===== config.mk =====
export PLATFORM = sky130hd
export DESIGN_NAME = pipelined_cla_adder
export DESIGN_NICKNAME = d
export VERILOG_FILES = /design/src/rtl/pipelined_cla_adder.sv
export SDC_FILE = /design/constraint.sdc
export NUM_CORES = 1
export LEC_CHECK = 0
export ABC_CLOCK_PERIOD_IN_PS = 2950
export CELL_PAD_IN_SITES_DETAIL_PLACEMENT = 1
export CELL_PAD_IN_SITES_GLOBAL_PLACEMENT = 2
export CORE_MARGIN = 3
export CORE_UTILIZATION = 28
export CTS_CLUSTER_DIAMETER = 60
export DETAILED_ROUTE_END_ITERATION = 10
export PLACE_DENSITY = 0.79
export SYNTH_ARGS = -nofsm -noshare
export SYNTH_HDL_FRONTEND = slang
export SYNTH_SLANG_ARGS = --single-unit

===== constraint.sdc =====
create_clock -name i_clk -period 2.95 [get_ports i_clk]
set_input_delay 0.4425 -clock i_clk [delete_from_list [all_inputs] [get_ports i_clk]]
set_output_delay 0.4425 -clock i_clk [all_outputs]
set_load 0.02 [all_outputs]

===== src/rtl/pipelined_cla_adder.sv =====
// Pipelined block carry-lookahead adder/subtractor with valid/ready handshake.
// Each pipeline stage adds one WIDTH/STAGES segment; carries and pending operands ride along.
module pipelined_cla_adder #(
  parameter int WIDTH  = 32,
  parameter int BLOCK  = 4,
  parameter int STAGES = 2
) (
  input  logic             i_clk,
  input  logic             i_rst_n,
  input  logic             i_valid,
  output logic             o_ready,
  input  logic [WIDTH-1:0] i_add1,
  input  logic [WIDTH-1:0] i_add2,
  input  logic             i_carry,
  input  logic             i_sub,
  output logic             o_valid,
  input  logic             i_ready,
  output logic [WIDTH:0]   o_result,
  output logic             o_overflow
);

  localparam int SEG  = WIDTH / STAGES;
  localparam int NGRP = SEG / BLOCK;

  if ((STAGES < 1) || ((WIDTH % STAGES) != 0) || (((WIDTH / STAGES) % BLOCK) != 0)) begin : g_bad_params
    $error("pipelined_cla_adder: WIDTH must split into STAGES segments of whole BLOCK groups");
  end

  // One segment: BLOCK-bit groups with lookahead G/P, group carries rippled between groups.
  function automatic logic [SEG:0] cla_seg(input logic [SEG-1:0] a,
                                           input logic [SEG-1:0] b,
                                           input logic           cin);
    logic [SEG-1:0] g;
    logic [SEG-1:0] p;
    logic [SEG-1:0] sum;
    logic           c_grp;
    logic           c_bit;
    logic           grp_g;
    logic           grp_p;
    g     = a & b;
    p     = a ^ b;
    sum   = '0;
    c_grp = cin;
    for (int k = 0; k < NGRP; k++) begin
      grp_g = 1'b0;
      grp_p = 1'b1;
      c_bit = c_grp;
      for (int i = 0; i < BLOCK; i++) begin
        grp_g              = g[k*BLOCK+i] | (p[k*BLOCK+i] & grp_g);
        grp_p              = grp_p & p[k*BLOCK+i];
        sum[k*BLOCK+i]     = p[k*BLOCK+i] ^ c_bit;
        c_bit              = g[k*BLOCK+i] | (p[k*BLOCK+i] & c_bit);
      end
      c_grp = grp_g | (grp_p & c_grp);
    end
    return {c_grp, sum};
  endfunction

  function automatic logic ovf_of(input logic a_msb, input logic b_msb, input logic s_msb);
    return (a_msb == b_msb) && (s_msb != a_msb);
  endfunction

  logic [STAGES-1:0]            vld_q, vld_d;
  logic [STAGES-1:0]            cy_q, cy_d;
  logic [STAGES-1:0][WIDTH-1:0] a_q, a_d;
  logic [STAGES-1:0][WIDTH-1:0] b_q, b_d;
  logic [STAGES-1:0][WIDTH-1:0] sum_q, sum_d;
  logic                         ovf_q, ovf_d;
  logic                         stall_s;

  // Next-state for every stage; a global stall freezes the whole pipe, bubbles included.
  always_comb begin
    logic             v_in;
    logic             c_in;
    logic [WIDTH-1:0] a_in;
    logic [WIDTH-1:0] b_in;
    logic [WIDTH-1:0] sum_in;
    logic [SEG:0]     seg;
    int               prev;
    v_in    = 1'b0;
    c_in    = 1'b0;
    a_in    = '0;
    b_in    = '0;
    sum_in  = '0;
    seg     = '0;
    prev    = 0;
    stall_s = vld_q[STAGES-1] & ~i_ready;
    vld_d   = vld_q;
    cy_d    = cy_q;
    a_d     = a_q;
    b_d     = b_q;
    sum_d   = sum_q;
    ovf_d   = ovf_q;
    for (int s = 0; s < STAGES; s++) begin
      prev = (s > 0) ? (s - 1) : 0;
      if (s == 0) begin
        v_in   = i_valid;
        a_in   = i_add1;
        b_in   = i_add2 ^ {WIDTH{i_sub}};
        c_in   = i_carry ^ i_sub;
        sum_in = '0;
      end else begin
        v_in   = vld_q[prev];
        a_in   = a_q[prev];
        b_in   = b_q[prev];
        c_in   = cy_q[prev];
        sum_in = sum_q[prev];
      end
      seg                   = cla_seg(a_in[s*SEG +: SEG], b_in[s*SEG +: SEG], c_in);
      sum_in[s*SEG +: SEG]  = seg[SEG-1:0];
      if (stall_s) begin
        vld_d[s] = vld_q[s];
      end else begin
        vld_d[s] = v_in;
        if (v_in) begin
          a_d[s]   = a_in;
          b_d[s]   = b_in;
          sum_d[s] = sum_in;
          cy_d[s]  = seg[SEG];
          ovf_d    = (s == STAGES - 1) ? ovf_of(a_in[WIDTH-1], b_in[WIDTH-1], sum_in[WIDTH-1]) : ovf_d;
        end else begin
          a_d[s]   = a_q[s];
          b_d[s]   = b_q[s];
          sum_d[s] = sum_q[s];
          cy_d[s]  = cy_q[s];
        end
      end
    end
  end

  // Pipeline registers; reset drops every in-flight transaction.
  always_ff @(posedge i_clk or negedge i_rst_n) begin
    if (!i_rst_n) begin
      vld_q <= '0;
      cy_q  <= '0;
      a_q   <= '0;
      b_q   <= '0;
      sum_q <= '0;
      ovf_q <= 1'b0;
    end else begin
      vld_q <= vld_d;
      cy_q  <= cy_d;
      a_q   <= a_d;
      b_q   <= b_d;
      sum_q <= sum_d;
      ovf_q <= ovf_d;
    end
  end

  assign o_ready    = ~stall_s;
  assign o_valid    = vld_q[STAGES-1];
  assign o_result   = {cy_q[STAGES-1], sum_q[STAGES-1]};
  assign o_overflow = ovf_q;

endmodule


==> metrics, run 1 <==
GRT Resource Usage Total 0.134; Die Y approximately 140 um; setup slack after layout -0.188 ns; initial core utilization 0.287; first-pass GRT wire length between 20000 and 25000 um; cells after synthesis 442; CP max stage cell fa_2; Synth Register Bits 85; First-pass DRT Iterations 4; simple-gate share of the synthesized area 0.0547; post-synth net total 568; Via density 4.46; Max-Cap Viols 0; Cell Rows 48; Worst-Skew Late Latency 0.34 ns; Slew Viols, Final 0; crit-path leading delay family adder cells; Pleak around 3.2 nW; Slew Limit Headroom 0.619; status finished with violations; wire per inst around 16 um; Critical Path Start b_q[16]; Die Wd ~140 um; measured slew at the worst slew-check pin 0.571 ns; Final min period 3.14 ns; post-synthesis sequential area ratio 0.426; Fmax achieved 319 MHz; Setup CP Type reg2reg; Slowest Stage Delay on Critical Path ~0.40 ns; leading post-synthesis cells by cell area dfrtp_1 43%, mux2_1 9.7%, fa_1 9.6%, ha_1 8.0%, buf_4 5.0%; root buffer cell clkbuf_16; DRC violations left 0; final hold viol count 0; cell taking the most area after synthesis dfrtp_1; TritonCTS Buffers 9; ratio of cells with drive above 1 in the final layout 0.226; switching portion of total power 0.330; Worst Hold Class in2async; PwrDens 765 nW/um2; total gr overflow 0; Final ANT Viol Nets 0; Switching Power 1.81 mW; CTS sink cnt 85; xor and xnor area share after synthesis 0.0775; global placer's final weighted congestion 0.810; fill count 1851; top cell type's share of synthesized area 0.426; RR Startpoint b_q[16]; Routed WL 13000 um; Mapped Area 4990 um2; via count 3554; setup violators final 7; Worst-path clk slew 0.06 ns; CP cell instances ha_1 -> and3_4 -> a31oi_4 -> o21ai_2 -> a211oi_2 -> buf_4 -> o21bai_4 -> fa_2 -> fa_2 -> fa_2 -> xnor2_2 -> o31ai_2; syn_area_per_cell 11.3 um2; CP max FO 3; initial drt markers 126; post-synthesis adder-cell area fraction 0.177; Synth Area in Compound Gates 0.0775; required time worst endpoint about 3.2 ns; P_int 3.67 mW; vias in the first global route 4057; CP Launch Type register; CTS tree built; largest family of logic cells by synthesized area adder cells; fin crit share 1.06; CP bufs+invs 1; synth warn 0; RSZ-0062 raised after global routing yes; failing checks setup timing; H-tree depth 3; clock skew 0.00615 ns; HPWL Detailed 9450 um; port buffer count 105; Gate power share 0.418; mux share of post-synthesis cell area 0.0970; CP endpoint kind register; pre-CTS setup slack -0.789 ns; antenna violations before repair 1; Reg power frac 0.330; post-route setup TNS -0.851 ns; Area Overhead vs Synth 43.4%; die area ~19000 um2; Nets 692; n_diodes 0; share of power burned in the clock network 0.252; CP arrival 3.38 ns; Clock Tree Buf Depth 2; Peak VDD IR 0.300 mV; Critical Path Most Common Cell fa_2; core area about 17000 um2; Synth cell types 32; largest net degree at the start of global routing 50; I/O Pins 106
## routing by layer
| metal | vias up | share of wire | GRT usage |
|---|---|---|---|
| li1 | 1673 | - | - |
| met1 | 1780 | 0.39 | 0.152 |
| met2 | 80 | 0.54 | 0.239 |
| met3 | 19 | 0.047 | 0.0316 |
| met4 | 2 | 0.020 | 0.0592 |
| met5 | - | 0.0015 | 0 |
## cells in the mapped netlist
cell type  instances
a31oi_1            1
o2bb2ai_1          1
o21ai_0            5
xnor2_4            1
nand2_1           46
o31ai_1            1
nor3_1             1
and4_1             2
a2bb2oi_1          1
dfrtp_1           85
a211o_1            1
buf_4             33
o21bai_1           1
buf_2             10
nor2_1             9
buf_6              1
fa_1              24
xnor2_1           20
or3_1              2
a2111oi_0          2
o21ai_1           40
clkbuf_1           6
inv_1             32
xor2_1            21
mux2_1            43
a21oi_1           10
ha_1              32
nand4_1            3
a211oi_1           5
a31o_1             1
and3_1             1
nand2b_1           1
## path summary, 6_finish.rpt
kind	to	slack, ns	cells after the start
worst max-delay path	o_overflow	-0.19	12
worst min-delay path	a_q[29]	0.07	1
worst min register to register	sum_q[6]	0.48	2
worst max register to register	o_overflow	-0.19	12
max in group asynchronous	a_q[18]	2.25	2
min in group i_clk	sum_q[6]	0.48	2
## final cells by class
class | instances | area, um2 | area share
Timing Repair Buffer | 163 | 1560 | 0.217
Sequential cell | 85 | 2130 | 0.297
Inverter | 32 | 120 | 0.0168
Clock inverter | 4 | 120 | 0.0168
Clock buffer | 12 | 236 | 0.0330
Multi-Input combinational cell | 275 | 2720 | 0.379
Tap cell | 225 | 282 | 0.0393
## power groups by stage
stage	clock [mW]	combinational [mW]	sequential (mW)
finish	1.38	2.29	1.81
global route	1.49	2.51	1.87
CTS	1.43	2.21	1.82
detailed placement	0	2.08	1.84
global placement	0	1.99	1.82
floorplan	0	1.44	1.75
## what timing repair did
| action | in CTS | in global routing |
|---|---|---|
| gates resized for setup | 27 | 45 |
| endpoints found under the setup margin | 14 | 16 |
| buffers inserted | 21 | 8 |
| pin swaps | 27 | 26 |
| hold buffers | 0 | 0 |
## cell families (layout without fill, tap and decap cells)
kind of cell	count (synthesis)	after routing
AOI/OAI and AO/OA	69	69
xor gates and xnor gates	42	42
adders and majority gates	56	56
buffers and inverters	82	211
DFF	85	85
muxes	43	43
and+or+nand+nor	65	65
## state kept, by name (all words and copies together), names as in the netlist
name / cells
o_result: 32
a_q: 16
b_q: 16
sum_q: 16
cy_q: 2
vld_q: 2
o_overflow: 1
## metrics by stage
stage / instances / total power [mW] / hold WS, ns / utilization / instance area (um2)
after floorplan: 442 / 3.19 / 0.147 / - / 5060
after global placement: 752 / 3.81 / 0.446 / 0.363 / 6290
after detailed placement: 752 / 3.92 / 0.459 / 0.363 / 6290
after CTS: 788 / 5.46 / 0.0721 / 0.396 / 6870
after global routing: 796 / 5.86 / 0.0931 / 0.412 / 7160
final: 796 / 5.48 / 0.0692 / 0.412 / 7160
## placed cells by master (no fill, tap or decap), types with 2 or more instances in the layout
cell type	instances
a2111oi_0	2
fa_1	7
ha_1	25
o21ai_1	37
ha_4	7
mux2_4	2
nand4_1	3
nand2_2	2
dlymetal6s2s_1	6
clkdlybuf4s15_1	3
a211oi_2	5
xor2_1	15
fa_2	17
o21ai_0	2
buf_4	52
buf_6	4
o21ai_2	6
or3_1	2
bufinv_16	4
mux2_1	41
clkbuf_1	3
inv_1	31
clkdlybuf4s50_1	92
xor2_2	5
nor2_1	8
clkbuf_16	9
buf_12	4
xnor2_2	2
a21oi_1	9
xnor2_1	18
dfrtp_1	85
nand2_1	44
and4_1	2
No activity file was read; power rests on OpenSTA's default activity.
==> run 2: changes to the inputs <==
--- a/config.mk
+++ b/config.mk
@@ -13,6 +13,7 @@
 export CTS_CLUSTER_DIAMETER = 60
 export DETAILED_ROUTE_END_ITERATION = 10
 export PLACE_DENSITY = 0.79
+export SKIP_LAST_GASP = 1
 export SYNTH_ARGS = -nofsm -noshare
 export SYNTH_HDL_FRONTEND = slang
 export SYNTH_SLANG_ARGS = --single-unit
==> metrics, run 2 (synthesis gave the netlist of run 1 again) <==
Setup CP Type reg2reg; commonest non-fill, non-tap cells in the layout 95 x clkdlybuf4s50_1, 85 x dfrtp_1, 51 x buf_4; share of power burned in the clock network 0.254; GRT Resource Usage Total 0.134; CP cell instances ha_1 -> and3_4 -> a31oi_4 -> o21ai_2 -> a211oi_2 -> buf_4 -> o21bai_4 -> fa_2 -> fa_2 -> fa_2 -> xnor2_2 -> o31ai_2; setup violators final 6; Worst-path clk slew 0.06 ns; dpl cells 752; Via density around 4.4; CP endpoint kind register; wire per inst ~16 um; P_int approximately 3.6 mW; TritonCTS Buffers 9; Die Y 139 um; total gr overflow 0; clock skew about 0.0066 ns; Slowest Stage Delay on Critical Path 0.40 ns; Worst-Skew Late Latency 0.34 ns; Switching Power 1.79 mW; Area Overhead vs Synth 41.3%; worst hold margin 0.0696 ns; RSZ-0062 raised after global routing yes; CTS tree built; H-tree depth 3; RR Startpoint b_q[16]; total power 5.43 mW; DRC violations left 0; CP Launch Type register; Routed WL 12400 um; initial drt markers 116; failing checks setup timing; pre-CTS setup slack -0.789 ns; Pleak roughly 3.1 nW; antenna violations before repair 1; Die Wd 139 um; ratio of cells with drive above 1 in the final layout 0.206; switching portion of total power 0.329; CP max stage cell fa_2; largest net degree at the start of global routing 50; Critical Path Start b_q[16]; Peak VDD IR 0.300 mV; Final ANT Viol Nets 0; commonest non-fill, non-tap cell in the layout clkdlybuf4s50_1; Fmax achieved 319 MHz; n_diodes 0; via count ~3500; final core occ 0.406; final hold viol count 0; root buffer cell clkbuf_16; post-route setup TNS -0.713 ns; fin crit share 1.06; HPWL Detailed 9450 um; Gate power share 0.413; Slew Viols, Final 0; setup slack after layout -0.187 ns; initial core utilization 0.287; Max-Cap Viols 0; vias in the first global route between 4000 and 5000; CP arrival between 3 and 4 ns; Slew Limit Headroom 0.617; max reg flops 32; CP max FO 3; Nets 689; first-pass GRT wire length 20600 um; PwrDens 770 nW/um2; Clock Tree Buf Depth 2; global placer's final weighted congestion 0.810; core area about 17000 um2; First-pass DRT Iterations 4; die area 19500 um2; fin area 7050 um2; Area after DPL 6290 um2; required time worst endpoint 3.20 ns; Cell Rows 48; measured slew at the worst slew-check pin 0.574 ns; CTS sink cnt 85; status finished with violations; Worst Hold Class in2async; port buffer count 105; Critical Path Most Common Cell fa_2; Final min period 3.14 ns; I/O Pins 106; Reg power frac 0.333; fin cells around 790
-- run 2: cell count changes in the layout (fill, tap and decap cells not counted), moves of 2 or more --
cell	previous run	this run
o21ai_2	6	2
dlygate4sd2_1	1	4
dlymetal6s2s_1	6	3
clkdlybuf4s50_1	92	95
o21ai_0	2	4
ha_1	25	27
buf_6	4	2
ha_4	7	4
o21ai_1	37	39
clkdlybuf4s15_1	3	0
-- run 2: cell type report --
class	instances	area, um2
clock buffers	12	236
clock inverters	4	120
fillers	1858	10300
inverters	32	120
multi-input cells	275	2650
flip-flops and latches	85	2130
well taps	225	282
repair buffers	160	1510
-- run 2: worst paths after layout --
path | to | cells past startpoint | slack, ns
setup / recovery | o_overflow | 12 | -0.19
hold / removal | a_q[29] | 1 | 0.07
setup reg to reg | o_overflow | 12 | -0.19
hold reg to reg | sum_q[6] | 2 | 0.48
max in group asynchronous | a_q[18] | 2 | 2.25
min in group i_clk | sum_q[6] | 2 | 0.48
-- run 2: worst max-delay path, delay by kind of cell, from the launching register on --
kind,cells,cell delay [ns]
compound gates,5,0.73
xor+xnor,1,0.16
buf+inv,1,0.17
fa+ha+maj,4,1.40
flops,1,0.39
simple gates,1,0.19
-- run 2: per-layer routing --
layer  part of all wire  wire (um)  GRT usage
met1               0.40       4930      0.152
met2               0.53       6530      0.238
met3              0.048        590     0.0316
met4              0.023        282     0.0592
met5             0.0016         20          0
-- run 2: what timing repair did --
action                     4_1_cts  5_1_grt
setup endpoints to repair       14       16
gates resized for setup         24       27
pin swaps                       27       17
setup buffers                   21        5
hold buffers                     0        0
-- run 2: power by group through the flow --
stage / sequential [mW] / combinational (mW) / clock (mW)
floorplan: 1.75 / 1.44 / 0
global placement: 1.82 / 1.99 / 0
detailed placement: 1.84 / 2.08 / 0
CTS: 1.82 / 2.19 / 1.43
global route: 1.87 / 2.46 / 1.49
finish: 1.81 / 2.24 / 1.38
